[src/rtl/rpmr_diag_pkg.sv]
// RPMR (RPxx maintenance register) shared definitions: the bit map of the
// write data and readback, plus the helper that assembles the readback word.
package rpmr_diag_pkg;

  localparam int unsigned RPMR_DMD  = 0;
  localparam int unsigned RPMR_DCLK = 1;
  localparam int unsigned RPMR_DIND = 2;
  localparam int unsigned RPMR_DSCK = 3;
  localparam int unsigned RPMR_DDAT = 4;
  localparam int unsigned RPMR_ECE  = 6;
  localparam int unsigned RPMR_DFE  = 7;
  localparam int unsigned RPMR_CTL_W = 5;

  // Lanes of the rising-edge detector
  localparam int unsigned EDGE_CLK = 0;
  localparam int unsigned EDGE_IND = 1;
  localparam int unsigned EDGE_SCK = 2;
  localparam int unsigned EDGE_W   = 3;

  // Field order matches the bus bit map, so a cast of data[4:0] decodes it
  typedef struct packed {
    logic ddat;
    logic dsck;
    logic dind;
    logic dclk;
    logic dmd;
  } rpmr_ctl_t;

  function automatic rpmr_ctl_t rpmr_decode(input logic [RPMR_CTL_W-1:0] d);
    return rpmr_ctl_t'(d);
  endfunction

  function automatic logic [15:0] rpmr_pack(input logic [7:0] sect,
                                            input logic       dfe,
                                            input logic       ece,
                                            input rpmr_ctl_t  ctl);
    logic [15:0] w;
    w            = '0;
    w[15:8]      = sect;
    w[RPMR_DFE]  = dfe;
    w[RPMR_ECE]  = ece;
    w[RPMR_DDAT] = ctl.ddat;
    w[RPMR_DSCK] = ctl.dsck;
    w[RPMR_DIND] = ctl.dind;
    w[RPMR_DCLK] = ctl.dclk;
    w[RPMR_DMD]  = ctl.dmd;
    return w;
  endfunction

endpackage

[src/rtl/rpmr_diag_edge.sv]
// Parametrised-width rising-edge detector: previous-value register plus
// AND-NOT, synchronous active-low reset.
module rpmr_edge #(
  parameter int unsigned W = 3
) (
  input  logic         clk,
  input  logic         rst_n,
  input  logic [W-1:0] i_d,
  output logic [W-1:0] o_rise
);

  logic [W-1:0] r_prev;

  always_ff @(posedge clk) begin
    if (!rst_n) r_prev <= '0;
    else        r_prev <= i_d;
  end

  assign o_rise = i_d & ~r_prev;

endmodule

[src/rtl/rpmr_diag.sv]
// RPxx maintenance register with diagnostic datapath: mode bits, edge
// strobes, wrapping diagnostic sector counter and diagnostic shift register.
module rpmr_diag
  import rpmr_diag_pkg::*;
#(
  parameter int unsigned NSECT   = 20,
  parameter int unsigned SECT_W  = 5,
  parameter int unsigned SHIFT_W = 16
) (
  input  logic               clk,
  input  logic               rst_n,
  input  logic               clr,
  input  logic               rpDRVCLR,
  input  logic [35:0]        rpDATAI,
  input  logic               rpmrWRITE,
  input  logic               rpDRY,
  input  logic               rpDFE,
  input  logic               rpECE,
  output logic [15:0]        rpMR,
  output logic [SECT_W-1:0]  rpDSECT,
  output logic [SHIFT_W-1:0] rpDSHIFT,
  output logic               rpDCLKP,
  output logic               rpDINDP,
  output logic               rpDSCKP,
  output logic               rpDWRAP
);

  localparam logic [SECT_W-1:0] SECT_LAST = SECT_W'(NSECT - 1);
  localparam logic [SECT_W-1:0] SECT_ONE  = SECT_W'(1);

  rpmr_ctl_t           w_wdat;
  rpmr_ctl_t           r_ctl;
  logic                w_clear;
  logic [EDGE_W-1:0]   w_rise;
  logic [EDGE_W-1:0]   w_strb_nxt;
  logic [EDGE_W-1:0]   r_strb;
  logic                w_wrap_nxt;
  logic                r_wrap;
  logic [SECT_W-1:0]   w_sect_nxt;
  logic [SECT_W-1:0]   r_sect;
  logic [SHIFT_W-1:0]  w_shift_nxt;
  logic [SHIFT_W-1:0]  r_shift;
  logic                w_unused;

  assign w_wdat   = rpmr_decode(rpDATAI[RPMR_CTL_W-1:0]);
  assign w_clear  = clr | rpDRVCLR;
  // DFE/ECE are readback-only here; their write bits and the upper bus bits are ignored
  assign w_unused = ^rpDATAI[35:RPMR_CTL_W];

  // DMD follows clear/write directly; the diagnostic bits are gated by the
  // already-registered DMD, so a DMD-setting write cannot load them.
  always_ff @(posedge clk) begin
    if (!rst_n) begin
      r_ctl <= '0;
    end else begin
      if (w_clear)                 r_ctl.dmd <= 1'b0;
      else if (rpmrWRITE && rpDRY) r_ctl.dmd <= w_wdat.dmd;

      if (!r_ctl.dmd) begin
        r_ctl.dclk <= 1'b0;
        r_ctl.dind <= 1'b0;
        r_ctl.dsck <= 1'b0;
        r_ctl.ddat <= 1'b0;
      end else if (rpmrWRITE) begin
        r_ctl.dclk <= w_wdat.dclk;
        r_ctl.dind <= w_wdat.dind;
        r_ctl.dsck <= w_wdat.dsck;
        r_ctl.ddat <= w_wdat.ddat;
      end
    end
  end

  rpmr_edge #(
    .W (EDGE_W)
  ) u_edge (
    .clk    (clk),
    .rst_n  (rst_n),
    .i_d    ({r_ctl.dsck, r_ctl.dind, r_ctl.dclk}),
    .o_rise (w_rise)
  );

  always_comb begin
    w_strb_nxt  = '0;
    w_wrap_nxt  = 1'b0;
    w_sect_nxt  = r_sect;
    w_shift_nxt = r_shift;
    if (!r_ctl.dmd) begin
      w_sect_nxt  = '0;
      w_shift_nxt = '0;
    end else begin
      w_strb_nxt = w_rise;
      // Index has priority over a coincident sector edge and suppresses wrap
      if (w_rise[EDGE_IND]) begin
        w_sect_nxt = '0;
      end else if (w_rise[EDGE_SCK]) begin
        if (r_sect == SECT_LAST) begin
          w_sect_nxt = '0;
          w_wrap_nxt = 1'b1;
        end else begin
          w_sect_nxt = r_sect + SECT_ONE;
        end
      end
      if (w_rise[EDGE_CLK]) w_shift_nxt = {r_shift[SHIFT_W-2:0], r_ctl.ddat};
    end
  end

  always_ff @(posedge clk) begin
    if (!rst_n) begin
      r_strb  <= '0;
      r_wrap  <= 1'b0;
      r_sect  <= '0;
      r_shift <= '0;
    end else begin
      r_strb  <= w_strb_nxt;
      r_wrap  <= w_wrap_nxt;
      r_sect  <= w_sect_nxt;
      r_shift <= w_shift_nxt;
    end
  end

  assign rpMR     = rpmr_pack(8'(r_sect), rpDFE, rpECE, r_ctl);
  assign rpDSECT  = r_sect;
  assign rpDSHIFT = r_shift;
  assign rpDCLKP  = r_strb[EDGE_CLK];
  assign rpDINDP  = r_strb[EDGE_IND];
  assign rpDSCKP  = r_strb[EDGE_SCK];
  assign rpDWRAP  = r_wrap;

endmodule

[config.mk]
export PLATFORM = sky130hd
export DESIGN_NAME = rpmr_diag
export DESIGN_NICKNAME = d
export VERILOG_FILES = /design/src/rtl/rpmr_diag_pkg.sv /design/src/rtl/rpmr_diag_edge.sv /design/src/rtl/rpmr_diag.sv
export SDC_FILE = /design/constraint.sdc
export NUM_CORES = 1
export LEC_CHECK = 0
export ABC_AREA = 1
export BUFFER_PORTS_ARGS = -buffer_cell sky130_fd_sc_hd__buf_2
export CORE_ASPECT_RATIO = 1.2
export CORE_UTILIZATION = 40
export CTS_CLUSTER_DIAMETER = 40
export DETAILED_ROUTE_END_ITERATION = 16
export GPL_ROUTABILITY_DRIVEN = 0
export MAX_ROUTING_LAYER = met4
export PLACE_DENSITY = 0.76
export REMOVE_ABC_BUFFERS = 1
export SLEW_MARGIN = 5
export SYNTH_ARGS = -nofsm -noshare
export SYNTH_HDL_FRONTEND = slang
export SYNTH_SLANG_ARGS = --single-unit
[constraint.sdc]
create_clock -name clk -period 2.45 [get_ports clk]
set_input_delay 0.245 -clock clk [delete_from_list [all_inputs] [get_ports clk]]
set_output_delay 0.245 -clock clk [all_outputs]
set_load 0.02 [all_outputs]
## Yosys cells after proc, flatten, opt, wreduce, memory -nomap -nowiden

Index checks and enable logic that the tools add are counted.

- Add/sub/neg operators: 1
- $mul: 0
- Divide/modulo/power cells: 0
- Magnitude comparators: 0
- Equality and inequality tests: 1
- Shift-type cells: 0
- Muxes and demuxes: 2
- Bitwise logic cells: 6
- Reductions and logical operators: 5

Operators by type and width:

| kind | count |
|---|---|
| $add A5 B1 Y5 const B | 1 |
| $eq A5 B5 Y1 const B | 1 |
| $mux W5 | 1 |
| $reduce_or A4 Y1 | 1 |
| $and A3 B3 Y3 | 1 |
| $not A1 Y1 | 3 |
| $not A3 Y3 | 1 |
| $reduce_or A3 Y1 | 1 |
| $reduce_and A2 Y1 | 1 |
| $reduce_or A2 Y1 | 1 |
| $logic_and A1 B1 Y1 | 1 |
| $mux W1 | 1 |
| $or A1 B1 Y1 | 1 |

- Register bits: 33
- Latch bits: 0
- RAM bits: 0
- Memory bits (read-only): 0
- Input port bits: 44
- Output and inout port bits: 41
- Logic and storage cells: 25
- Memories kept: 0

## Longest topological paths before layout

Gate-level depths: netlist of the first run.

- Word-level depth: 4
- Gate-level depth with buffers: 6
- Mapped depth without buffers: 6

## Cells and area by module

A second synthesis of the first run with hierarchy kept.

- Cell total of the unflattened synthesis: 168
- Area total of the unflattened synthesis: 1,306.3 µm²

By module, submodules not included:

| module | instances | cells an instance | area each (µm²) | seq. area each (µm²) |
|---|---|---|---|---|
| rpmr_diag | 1 | 153 | 1,193.6 | 600.6 |
| rpmr_edge | 1 | 15 | 112.6 | 60.1 |

## Worst setup path after synthesis of the first run

Ideal clock, no wire load.

- Path type: reg2reg
- Start point: reg r_sect[0], in the netlist rpDSECT[0]
- End point: reg r_sect[4], in the netlist rpDSECT[4]
- Library setup time: 111 ps
- Data arrival time: 1,077 ps
- Required time: 2,339 ps
- Path slack: 1,262 ps
- Stages on the path, launching flop included: 7
- Path buffers: 0
- Clock period less this slack: 1,188 ps
- Path through: dfxtp_1 > ha_1 > nand3_1 > nor2_1 > nand2_1 > nand2_1 > nor2_2

- Word-level cells in the longest chain between the ends: 2
- Elaborated cells on any way between the ends: 3
- Classes of those cells: 1 x add/sub; 1 x eq/ne; 1 x mux

Ends and longest elaborated chain:

| element | line | text |
|---|---|---|
| start, declared | rpmr_diag.sv:40 | `logic [SECT_W-1:0] r_sect;` |
| start signal, assigned | rpmr_diag.sv:116 | `r_sect <= w_sect_nxt;` |
| $add A5 B1 Y5 or $eq A5 B5 Y1 (tied branches) | rpmr_diag.sv:100, rpmr_diag.sv:96 |  |
| $mux W5 * | rpmr_diag.sv:96 | `if (r_sect == SECT_LAST) begin` |

Mark *: on every way between the ends. The rest lies on a longest branch, timed or not.
A chain may end at the register's enable or synchronous reset.

## Worst setup path after layout of the first run

- Start point: reg r_ctl (netlist bit rpMR[1])
- End point: reg r_shift[7], in the netlist rpDSHIFT[7]

- Word-level cells in the longest chain between the ends: 1

Ends and longest elaborated chain:

| element | line | text |
|---|---|---|
| start, declared | rpmr_diag.sv:32 | `rpmr_ctl_t r_ctl;` |
| $and A3 B3 Y3 | rpmr_diag_edge.sv:19 | `assign o_rise = i_d & ~r_prev;` |
| end signal, assigned | rpmr_diag.sv:117 | `r_shift <= w_shift_nxt;` |
| end, declared | rpmr_diag.sv:42 | `logic [SHIFT_W-1:0] r_shift;` |

Every way passes these cells.

==> summary.md, run 1 <==
| Metric | Value |
|---|---|
| CTS resizes | 0 |
| Overall power | 0.864 mW |
| Top cell type by total area after synthesis | dfxtp_1 |
| Core footprint | 3080 sq um |
| Kind of critical path | reg -> reg |
| Final Hold Viols | 0 |
| Part of the cycle the worst path needs | 53.6% |
| Total grt overflow | 0 |
| LEAKAGE | 0.801 nW |
| Crit. End Element | register |
| Worst-path fanout max | 17 |
| Post-synth top area share | 50.7% |
| Hold_buf cts | 0 |
| Antenna viol nets, final | 0 |
| Switching Fraction | 21.3% |
| Worst path cell trace | inv_2 -> nor2_4 -> inv_2 -> nor2_1 -> nor2_1 |
| Int Pwr | 0.681 mW |
| Via Count | 1,103 |
| Area grow syn2layout | 16.9% |
| RSZ-0062 raised after global routing | false |
| Share of layout cells above drive strength 1 | 30.3% |
| Latest clock arrival within the worst-skew pair | 0.33 ns |
| Warnings from Yosys | 0 |
| Clk buf depth | 2 |
| Die Area | 3490 sq um |
| Antenna violations before repair | 0 |
| Clk pwr share | 34.9% |
| Drt drc | 0 |
| Slowest cell on the critical path | dfxtp_1 |
| Worst r2r path cells | 5 |
| Sequential element share of the synthesized area | 50.7% |
| Outcome | finished clean |
| Clk sinks | 33 |
| Fin nets | 246 |
| Die Width | 54.1 microns |
| Final setup vio count | 0 |
| Critical path's largest stage delay | 0.38 ns |
| Vias per cell | 4.65 |
| Worst r2r src | rpMR[1]$_SDFFE_PN0P_ |
| Number of global-route vias before repair | 989 |
| Worst Hold Endpoint | rpMR[2]$_SDFFE_PN0P_ |
| Port buffer count | 45 |
| Pwr Density | 568 nW/um^2 |
| CTS tree | yes |
| Die Span Y | 64.5 microns |
| Root Driver | clkbuf_4 |
| Switch Pwr | 0.184 mW |
| WL/cell | 10.3 microns |
| Reg clk slew, reported paths | 0.10 ns |
| Synth unique cells | 25 |
| Fin cells | 237 |
| #FFs+latches synth | 33 |
| CP Launch Type | register |
| Required time worst endpoint | 2.67 ns |
| Top post-synthesis cells by area | dfxtp_1 (51%), nor2_1 (13%), buf_4 (6.3%) |
| H-tree Lvls | 2 |
| Mapped cell area | 1300 sq um |
| Post-CTS setup buffer count | 0 |
| Ant diodes | 0 |
| First-pass GRT wire length | 4110 microns |
| Crit. Startpoint | rpMR[1]$_SDFFE_PN0P_ |
| Synth Area per Inst | 8.14 sq um |
| Worst hold start | rpDATAI[2] |
| Worst r2r dst | rpDSHIFT[7]$_SDFFE_PN0P_ |
| Largest net degree at the start of global routing | 20 |
| Gate Count Post-Synth | 160 |
| Max Slew Vio Count | 0 |
| DP Cell Count | 230 |
| Rows | 22 |
| Hold crit path type | in -> reg |
| Tot GR Track Use | 16.8% |
| DRT iter0 DRCs | 16 |
| Clk_skew | 0.00934 ns |
| Reg2reg setup slack | 1.14 ns |
| Ports | 85 |
| Hold path depth | 3 |
| Worst path arrival time | 1.54 ns |
| Detailed Route WL | 2450 microns |
| Max Cap Viol | 0 |
| Tmin final | 1.31 ns |
| TritonRoute pass-1 iters | 4 |
| Flop pwr share | 62.2% |
| Comb pwr share | 2.9% |
| CTS Buf Count | 5 |
| Initial Util | 42.2% |
| Worst vdd ir | 0.317 mV |
| DP HPWL | 1720 microns |
| TNS Setup | 0 ns |
| Maximum clock rate | 761 MHz |
area by class of cell:
type / instances / area [sq um]
inverter: 11 / 46.3
tap: 36 / 45.0
clock buffer: 7 / 55.1
timing repair buffer: 45 / 225
fill: 332 / 1560
multi-input combinational: 105 / 490
sequential: 33 / 661
worst max path at each step:
| stage | to | depth (start not counted) |
|---|---|---|
| 3_5_place_dp | rpDSHIFT[7]$_SDFFE_PN0P_ | 5 |
| 3_3_place_gp | rpDSHIFT[6]$_SDFFE_PN0P_ | 5 |
| 2_1_floorplan | rpDSECT[4]$_SDFFE_PP0P_ | 6 |
| 6_report | rpDSHIFT[7]$_SDFFE_PN0P_ | 5 |
| 4_1_cts | rpDSHIFT[7]$_SDFFE_PN0P_ | 5 |
| 5_1_grt | rpDSHIFT[14]$_SDFFE_PN0P_ | 5 |
cells in the final DEF (no fill, tap or decap):
cell	count
nor2_1	45
buf_2	45
dfxtp_1	33
nand2_1	18
o21ai_1	9
o21ai_0	8
inv_1	7
a21oi_1	6
clkbuf_4	5
conb_1	4
inv_2	3
nand2_4	2
nand3_1	2
o21bai_1	2
xor2_1	2
nor2_4	1
inv_6	1
nand4_1	1
nand2_2	1
o211ai_1	1
nor2_2	1
o21ai_2	1
ha_1	1
clkbuf_1	1
clkbuf_8	1
power groups by stage:
stage / clock network, mW / registers, mW / logic (mW)
2_1_floorplan: 0 / 0.551 / 0.0125
3_3_place_gp: 0 / 0.550 / 0.0253
3_5_place_dp: 0 / 0.550 / 0.0254
4_1_cts: 0.314 / 0.537 / 0.0254
5_1_grt: 0.339 / 0.538 / 0.0286
6_report: 0.302 / 0.537 / 0.0254
cells in the mapped netlist:
cell	count
o21ai_1	9
nand2_4	2
buf_4	11
nor2_4	1
o21ai_0	8
dfxtp_1	33
o21bai_1	2
buf_8	1
nor2_1	45
conb_1	1
buf_6	1
o211ai_1	1
ha_1	1
o21ai_2	1
nand4_1	1
clkbuf_4	1
inv_2	3
nor2_2	1
a21oi_1	6
xor2_1	2
nand3_1	2
nand2_2	1
inv_6	1
nand2_1	18
inv_1	7
worst max-delay path: cells and delay by family, from the launching register on:
kind	cells	cell delay [ns]
simple gates	3	0.53
buf+inv	2	0.29
flops	1	0.38
layer usage:
metal  share of wire, %  vias to the layer above  GRT usage (%)
li1                   -                      570              -
met1                 46                      485           19.4
met2                 45                       42           24.5
met3                7.8                        6           8.69
met4                1.6                        0           5.77
met5                  0                        -              -
state kept, by name, summed over array words and instances (netlist names):
signal,cells
rpDWRAP,1
r_strb,3
rpMR,5
u_edge.r_prev,3
rpDSHIFT,16
rpDSECT,5
cells by family after synthesis:
kind of cell             after synthesis  share of synthesized area (%)
AND/OR/NAND/NOR                       71                           23.0
other                                  1                          0.288
flip-flops                            33                           50.7
buffers and inverters                 25                           12.5
XOR/XNOR                               2                           1.35
AO/OA/AOI/OAI                         27                           11.2
adder cells (fa/ha/maj)                1                          0.960
stage by stage:
| step | utilization [%] | hold slack, ns | setup slack, ns | instance area (sq um) |
|---|---|---|---|---|
| after floorplan | - | 0.343 | 1.12 | 1200 |
| after global placement | 47.6 | 0.441 | 1.17 | 1470 |
| after detailed placement | 47.6 | 0.448 | 1.17 | 1470 |
| after CTS | 49.4 | 0.149 | 1.14 | 1520 |
| after global routing | 49.4 | 0.166 | 1.02 | 1520 |
| final | 49.4 | 0.158 | 1.14 | 1520 |
Power figures use the tool's default switching activity.
==> inputs of run 2 (changes only) <==
--- a/config.mk
+++ b/config.mk
@@ -5,15 +5,15 @@
 export SDC_FILE = /design/constraint.sdc
 export NUM_CORES = 1
 export LEC_CHECK = 0
-export ABC_AREA = 1
+export ABC_AREA = 0
 export BUFFER_PORTS_ARGS = -buffer_cell sky130_fd_sc_hd__buf_2
 export CORE_ASPECT_RATIO = 1.2
-export CORE_UTILIZATION = 40
+export CORE_UTILIZATION = 37
 export CTS_CLUSTER_DIAMETER = 40
 export DETAILED_ROUTE_END_ITERATION = 16
 export GPL_ROUTABILITY_DRIVEN = 0
 export MAX_ROUTING_LAYER = met4
-export PLACE_DENSITY = 0.76
+export PLACE_DENSITY = 0.74
 export REMOVE_ABC_BUFFERS = 1
 export SLEW_MARGIN = 5
 export SYNTH_ARGS = -nofsm -noshare
==> constraint.sdc (replaced) <==
create_clock -name clk -period 1.17 [get_ports clk]
set_input_delay 0.117 -clock clk [delete_from_list [all_inputs] [get_ports clk]]
set_output_delay 0.117 -clock clk [all_outputs]
set_load 0.02 [all_outputs]
==> run 2 against run 1 <==
The run now ends with setup timing left; sequential power increased by 110%; power increased by 140%; global-route usage about the same; register-to-register slack got worse by 1.2 ns; critical endpoint is now rpDSECT[2]$_SDFFE_PP0P_; largest cell class unchanged.
==> summary.md, run 2 <==
| Metric | Value |
|---|---|
| Outcome | finished, violations left |
| Failing checks | setup timing |
| Number of cells on the critical path | 4 (-1) |
| DP HPWL | 1880 microns (+9.7%) |
| Drt drc | 0 (unchanged) |
| Rows | 23 (+4.5%) |
| #FFs+latches synth | 33 (unchanged) |
| Synth Flop Type | dfxtp_1 |
| Most frequent cells in the layout | buf_2 (41), nand2_1 (37), dfxtp_1 (31), a21oi_1 (18), buf_4 (14) |
| Critical path's largest stage delay | 0.40 ns (+0.02 ns) |
| Clk_skew | 0.00549 ns (-0.00385 ns) |
| Crit path buf inv count | 0 (-2) |
| Kind of critical path | reg -> reg |
| Tmin final | 1.22 ns (-0.0916 ns) |
| Post-synth top area share | 51.4% (+0.64 points) |
| Gate Count Post-Synth | 146 (-8.8%) |
| Area grow syn2layout | 36.7% |
| DRT iter0 DRCs | 24 (+8) |
| TritonRoute pass-1 iters | 3 (-1) |
| Tot GR Track Use | 16.8% (+0.018 points) |
| Worst r2r path cells | 4 (-1) |
| Fin cells | 238 (+0.42%) |
| Most frequent cell after synthesis | nand2_1 |
| Reg2reg setup slack | -0.05 ns (-1.19 ns) |
| First-pass GRT wire length | 4640 microns (+13%) |
| Sequential element share of the synthesized area | 51.4% (+0.64 points) |
| Worst-path fanout max | 3 (-14) |
| Worst Setup EP | rpDSECT[2]$_SDFFE_PP0P_ |
| Async S/R FF share, synth | 0% (unchanged) |
| Clk sinks | 33 (unchanged) |
| Worst r2r src | rpDSECT[1]$_SDFFE_PP0P_ |
| Most common cell after layout, fill and taps aside | buf_2 |
| Worst vdd ir | 0.949 mV (+200%) |
| Top post-synthesis cells by area | dfxtp_1 (51%), nand2_1 (11%), a21oi_1 (7.4%) |
| Required time worst endpoint | 1.39 ns (-1.28 ns) |
| Top cell type by total area after synthesis | dfxtp_1 |
| Fin nets | 245 (-0.41%) |
| Core Util, Final | 52.7% (+3.3 points) |
| Core footprint | 3340 sq um (+8.3%) |
| Antenna viol nets, final | 0 (unchanged) |
| WL/cell | 11.9 microns (+16%) |
| DP Cell Count | 225 (-2.2%) |
| Ant diodes | 0 (unchanged) |
| Final setup vio count | 2 (+2) |
| Die Area | 3720 sq um (+6.5%) |
| Worst path arrival time | 1.44 ns (-0.10 ns) |
| Max Cap Viol | 0 (unchanged) |
| Top cells by instance count after synthesis | nand2_1 (37), dfxtp_1 (33), a21oi_1 (19) |
| Vias per cell | 4.81 (+3.4%) |
| Fin area | 1760 sq um (+15%) |
| LEAKAGE | 0.768 nW (-4.1%) |
| Die Width | 55.8 microns (+3.2%) |
| Detailed Route WL | 2840 microns (+16%) |
| H-tree Lvls | 2 (unchanged) |
| Max reg flops | 16 (unchanged) |
| Pwr Density | 1200 nW/um^2 (+110%) |
| Latest clock arrival within the worst-skew pair | 0.28 ns (-0.05 ns) |
| Largest net degree at the start of global routing | 18 (-10%) |
| Warnings from Yosys | 0 (unchanged) |
| Crit. End Element | register |
| Clk buf depth | 2 (unchanged) |
| Total grt overflow | 0 (unchanged) |
| Mapped cell area | 1290 sq um (-1.2%) |
| Worst r2r dst | rpDSECT[2]$_SDFFE_PP0P_ |
| Worst Slack Setup Final | -0.0520 ns (-1.19 ns) |
| Post-synth EDFFs | 0 (unchanged) |
| RSZ-0062 raised after global routing | true |
| Number of global-route vias before repair | 1,070 (+8.2%) |
| Die Span Y | 66.6 microns (+3.2%) |
| CTS Buf Count | 5 (unchanged) |
| Placed cell area | 1550 sq um (+5.4%) |
| Ports | 85 (unchanged) |
| Share of layout cells above drive strength 1 | 40.3% (+10 points) |
| Slowest cell on the critical path | or3_1 |
| Place WS | -0.132 ns (-1.30 ns) |
| Root Driver | clkbuf_8 |
| CTS tree | yes |
| Via Count | 1,145 (+3.8%) |
| Synth unique cells | 28 (+12%) |
| Part of the cycle the worst path needs | 104% (+51 points) |
| Reg clk slew, reported paths | 0.07 ns (-0.03 ns) |
| Initial Util | 38.5% (-3.7 points) |
| Hold crit path type | in -> reg |
| Crit-path leading delay family | simple AND/OR/NAND/NOR gates |
| Antenna violations before repair | 0 (unchanged) |
| Port buffer count | 45 (unchanged) |
| Worst path cell trace | ha_4 -> nand3b_1 -> or3_1 -> a21oi_2 |
| Max Slew Vio Count | 0 (unchanged) |
| Synth Area per Inst | 8.81 sq um (+8.2%) |
| Final Hold Viols | 0 (unchanged) |
| Maximum clock rate | 818 MHz (+7.5%) |
| Crit. Startpoint | rpDSECT[1]$_SDFFE_PP0P_ |
| CP Launch Type | register |
run 2: cell count changes in the layout (fill, tap and decap cells not counted), moves of 4 or more:
| cell | delta |
|---|---|
| buf_6 | +5 |
| clkbuf_4 | -5 |
| inv_1 | -7 |
| buf_2 | -4 |
| nand2_1 | +19 |
| clkbuf_8 | +6 |
| a21oi_1 | +12 |
| o21ai_0 | -7 |
| nor2_1 | -36 |
| mux2i_1 | +6 |
| o21ai_1 | -9 |
| buf_4 | +14 |
run 2: worst min path at each step:
| stage | startpoint | endpoint | depth (start not counted) |
|---|---|---|---|
| global route | rpDATAI[1] | rpMR[1]$_SDFFE_PN0P_ | 3 |
| finish | rpDATAI[1] | rpMR[1]$_SDFFE_PN0P_ | 3 |
| CTS | rpDATAI[1] | rpMR[1]$_SDFFE_PN0P_ | 3 |
| detailed placement | rpDFE | rpMR[7] | 0 |
| floorplan | rpDRVCLR | rpMR[0]$_SDFFE_PP0P_ | 1 |
| global placement | rpDFE | rpMR[7] | 0 |
run 2: metrics by stage:
step / TNS [ns] / power [mW] / hold slack, ns
floorplan: -4.56 / 1.17 / 0.194
detailed placement: -0.260 / 1.20 / 0.234
global placement: -0.132 / 1.20 / 0.234
CTS: -0.0705 / 2.14 / 0.0611
finish: -0.0566 / 2.11 / 0.0648
global route: -0.338 / 2.19 / 0.0634
run 2: layout make-up:
cell class                 count  area, sq um
timing repair buffer          62          387
tap                           37         46.3
clock inverter                 1         5.00
fill                         314         1580
clock buffer                   7         96.3
sequential                    33          668
multi-input combinational     98          556
run 2: logic make-up (layout without fill, tap and decap cells):
group	after synthesis	in the layout	synth area share, %
buffers and inverters	18	70	8.75
AO/OA/AOI/OAI	23	23	10.3
adder cells (fa/ha/maj)	1	1	0.973
AND/OR/NAND/NOR	64	64	23.6
flip-flops	33	33	51.4
other	1	4	0.292
multiplexers	6	6	4.67
run 2: what timing repair did:
action,CTS,global route
endpoints found under the setup margin,3,8
endpoints found under the hold margin,1,0
pin swaps,2,1
setup buffers,2,1
resized for setup,4,15
hold buffers,2,0
run 2: worst register-to-register path: stages, from the launching register on:
cell	delay (ns)
dfxtp_4	0.37
ha_4	0.14
nand3b_1	0.14
or3_1	0.40
a21oi_2	0.11
run 2: where the power goes:
group	leakage, nW	switching, mW	internal, mW
Combinational	0.447	0.0311	0.0254
Sequential	0.267	0.000791	1.12
Clock	0.0542	0.403	0.531
run 2: layer usage:
| layer | global-route usage, % | wire length [microns] | part of all wire, % |
|---|---|---|---|
| met2 | 27.9 | 1310 | 46 |
| met5 | - | 0 | 0 |
| met4 | 6.40 | 46 | 1.6 |
| met1 | 17.9 | 1270 | 45 |
| met3 | 7.18 | 218 | 7.7 |
==> inputs of run 3 (changes only) <==
--- a/config.mk
+++ b/config.mk
@@ -14,6 +14,7 @@
 export GPL_ROUTABILITY_DRIVEN = 0
 export MAX_ROUTING_LAYER = met4
 export PLACE_DENSITY = 0.74
+export RECOVER_POWER = 50
 export REMOVE_ABC_BUFFERS = 1
 export SLEW_MARGIN = 5
 export SYNTH_ARGS = -nofsm -noshare
==> run 3 against run 2 <==
The flow still finishes with violations (setup timing); clock skew fell by 0.00056 ns; count of clock-buffer cells in the layout stayed put; die area is the same; cell count did not move; register-to-register slack is essentially flat; design area is 1.8% lower; routed wire length down 0.67%; combinational power fell by 0.9%; critical path type unchanged; highest routed layer unchanged.
==> summary.md, run 3 (synthesized netlist as in run 2, its figures left out) <==
| Metric | Value |
|---|---|
| Outcome | finished, violations left |
| Failing checks | setup timing |
| Area grow syn2layout | 34.2% |
| Fin nets | 245 (unchanged) |
| Port buffer count | 45 (unchanged) |
| Rows | 23 (unchanged) |
| Hold crit path type | in -> reg |
| Maximum clock rate | 819 MHz (+0.12%) |
| Max reg flops | 16 (unchanged) |
| Initial Util | 38.5% (unchanged) |
| Most common cell after layout, fill and taps aside | nand2_1 |
| Flop pwr share | 53.1% (about the same) |
| Final Hold Viols | 0 (unchanged) |
| TritonRoute pass-1 iters | 4 (+1) |
| Ports | 85 (unchanged) |
| Antenna violations before repair | 0 (unchanged) |
| Die Area | 3720 sq um (unchanged) |
| Core footprint | 3340 sq um (unchanged) |
| Worst r2r path cells | 4 (unchanged) |
| First-pass GRT wire length | 4640 microns (unchanged) |
| Tot GR Track Use | 16.8% (unchanged) |
| Antenna viol nets, final | 0 (unchanged) |
| Detailed Route WL | 2820 microns (-0.67%) |
| Max Slew Vio Count | 0 (unchanged) |
| DP Cell Count | 225 (unchanged) |
| CTS tree | yes |
| TNS Setup | -0.0551 ns (+0.00150 ns) |
| Most frequent cells in the layout | nand2_1 (37), dfxtp_1 (31), buf_2 (24), clkbuf_1 (19), a21oi_1 (18) |
| Die Span Y | 66.6 microns (unchanged) |
| Clk pwr share | 44.3% (about the same) |
| Total grt overflow | 0 (unchanged) |
| Kind of critical path | reg -> reg |
| CP Launch Type | register |
| Fin cells | 238 (unchanged) |
| Worst path arrival time | 1.44 ns (about the same) |
| H-tree Lvls | 2 (unchanged) |
| LEAKAGE | 0.684 nW (-11%) |
| DP HPWL | 1880 microns (unchanged) |
| Worst vdd ir | 0.945 mV (-0.40%) |
| Required time worst endpoint | 1.39 ns (about the same) |
| Int Pwr | 1.68 mW (about the same) |
| Crit. End Element | register |
| Tmin final | 1.22 ns (-0.00152 ns) |
| Latest clock arrival within the worst-skew pair | 0.28 ns (about the same) |
| Clk_skew | 0.00493 ns (-0.000565 ns) |
| CTS Buf Count | 5 (unchanged) |
| RSZ-0062 raised after global routing | true |
| Ant diodes | 0 (unchanged) |
| Share of layout cells above drive strength 1 | 30.8% (-9.5 points) |
| DRT iter0 DRCs | 21 (-13%) |
| Comb pwr share | 2.7% (about the same) |
| Fillers | 325 (+3.5%) |
| Die Width | 55.8 microns (unchanged) |
| Clk sinks | 33 (unchanged) |
| Final setup vio count | 2 (unchanged) |
| Part of the cycle the worst path needs | 104% (-0.13 points) |
| Number of global-route vias before repair | 1,070 (unchanged) |
| Worst Slack Setup Final | -0.0505 ns (+0.00152 ns) |
| Place WS | -0.132 ns (unchanged) |
| Hold path depth | 3 (unchanged) |
| Storage cell area | 668 sq um (unchanged) |
| Clk buf depth | 2 (unchanged) |
| Switch Pwr | 0.436 mW (+0.16%) |
| Switching Fraction | 20.6% (+0.029 points) |
| Vias per cell | 4.79 (-0.35%) |
| Root Driver | clkbuf_8 |
| Area of the multi-input gates | 556 sq um (unchanged) |
| Via Count | 1,141 (-0.35%) |
| Placed cell area | 1550 sq um (unchanged) |
| Drt drc | 0 (unchanged) |
| WL/cell | 11.9 microns (-0.67%) |
| Pwr Density | 1220 nW/um^2 (+1.8%) |
| Reg clk slew, reported paths | 0.07 ns (about the same) |
| Worst-path fanout max | 3 (unchanged) |
| Fin area | 1730 sq um (-1.8%) |
| Largest net degree at the start of global routing | 18 (unchanged) |
| Max Cap Viol | 0 (unchanged) |
==> run 3: changes by cell type in the layout (fill, tap and decap cells not counted) <==
cell,delta
clkbuf_2,+1
buf_2,-17
and2_0,+1
clkbuf_1,+19
and2_1,-1
buf_4,-3
==> run 3: final timing paths <==
check / from / to / slack, ns
max: rpDSECT[1]$_SDFFE_PP0P_ / rpDSECT[2]$_SDFFE_PP0P_ / -0.05
min: rpDATAI[1] / rpMR[1]$_SDFFE_PN0P_ / 0.06
max reg2reg: rpDSECT[1]$_SDFFE_PP0P_ / rpDSECT[2]$_SDFFE_PP0P_ / -0.05
min reg2reg: rpDSHIFT[15]$_SDFFE_PN0P_ / rpDSHIFT[15]$_SDFFE_PN0P_ / 0.46
==> run 3: power by group through the flow <==
stage | sequential [mW] | combinational (mW) | clock (mW)
2_1_floorplan | 1.15 | 0.0238 | 0
3_3_place_gp | 1.15 | 0.0512 | 0
3_5_place_dp | 1.15 | 0.0509 | 0
4_1_cts | 1.12 | 0.0563 | 0.961
5_1_grt | 1.12 | 0.0617 | 1.01
6_report | 1.12 | 0.0560 | 0.935
==> run 3: stage by stage <==
stage	power (mW)	util (%)	hold slack [ns]
2_1_floorplan	1.17	-	0.194
3_3_place_gp	1.20	46.3	0.234
3_5_place_dp	1.20	46.3	0.234
4_1_cts	2.14	50.9	0.0611
5_1_grt	2.19	51.7	0.0634
6_report	2.11	51.7	0.0644
==> run 3: timing repair <==
action | 4_1_cts | 5_1_grt
endpoints found under the hold margin | 1 | 0
setup buffers | 2 | 1
pin swaps | 2 | 1
setup endpoints to repair | 3 | 8
hold buffers | 2 | 0
resized for setup | 4 | 15
==> run 3: metal layers <==
| layer | track usage [%] | wire (microns) | vias to the layer above |
|---|---|---|---|
| li1 | - | - | 572 |
| met1 | 17.9 | 1240 | 518 |
| met2 | 27.9 | 1310 | 46 |
| met3 | 7.18 | 219 | 5 |
| met4 | 6.40 | 46 | 0 |
| met5 | - | 0 | - |
==> run 3: cell type report <==
class	count	area share (%)
timing repair buffer	62	20.6
clock buffer	7	5.58
multi-input combinational	98	32.2
clock inverter	1	0.290
tap	37	2.68
sequential	33	38.7
==> run 3: worst max-delay path: stages (launching register included) <==
cell and delay, ns:
dfxtp_4 0.37, ha_4 0.14, nand3b_1 0.14, or3_1 0.40, a21oi_2 0.11
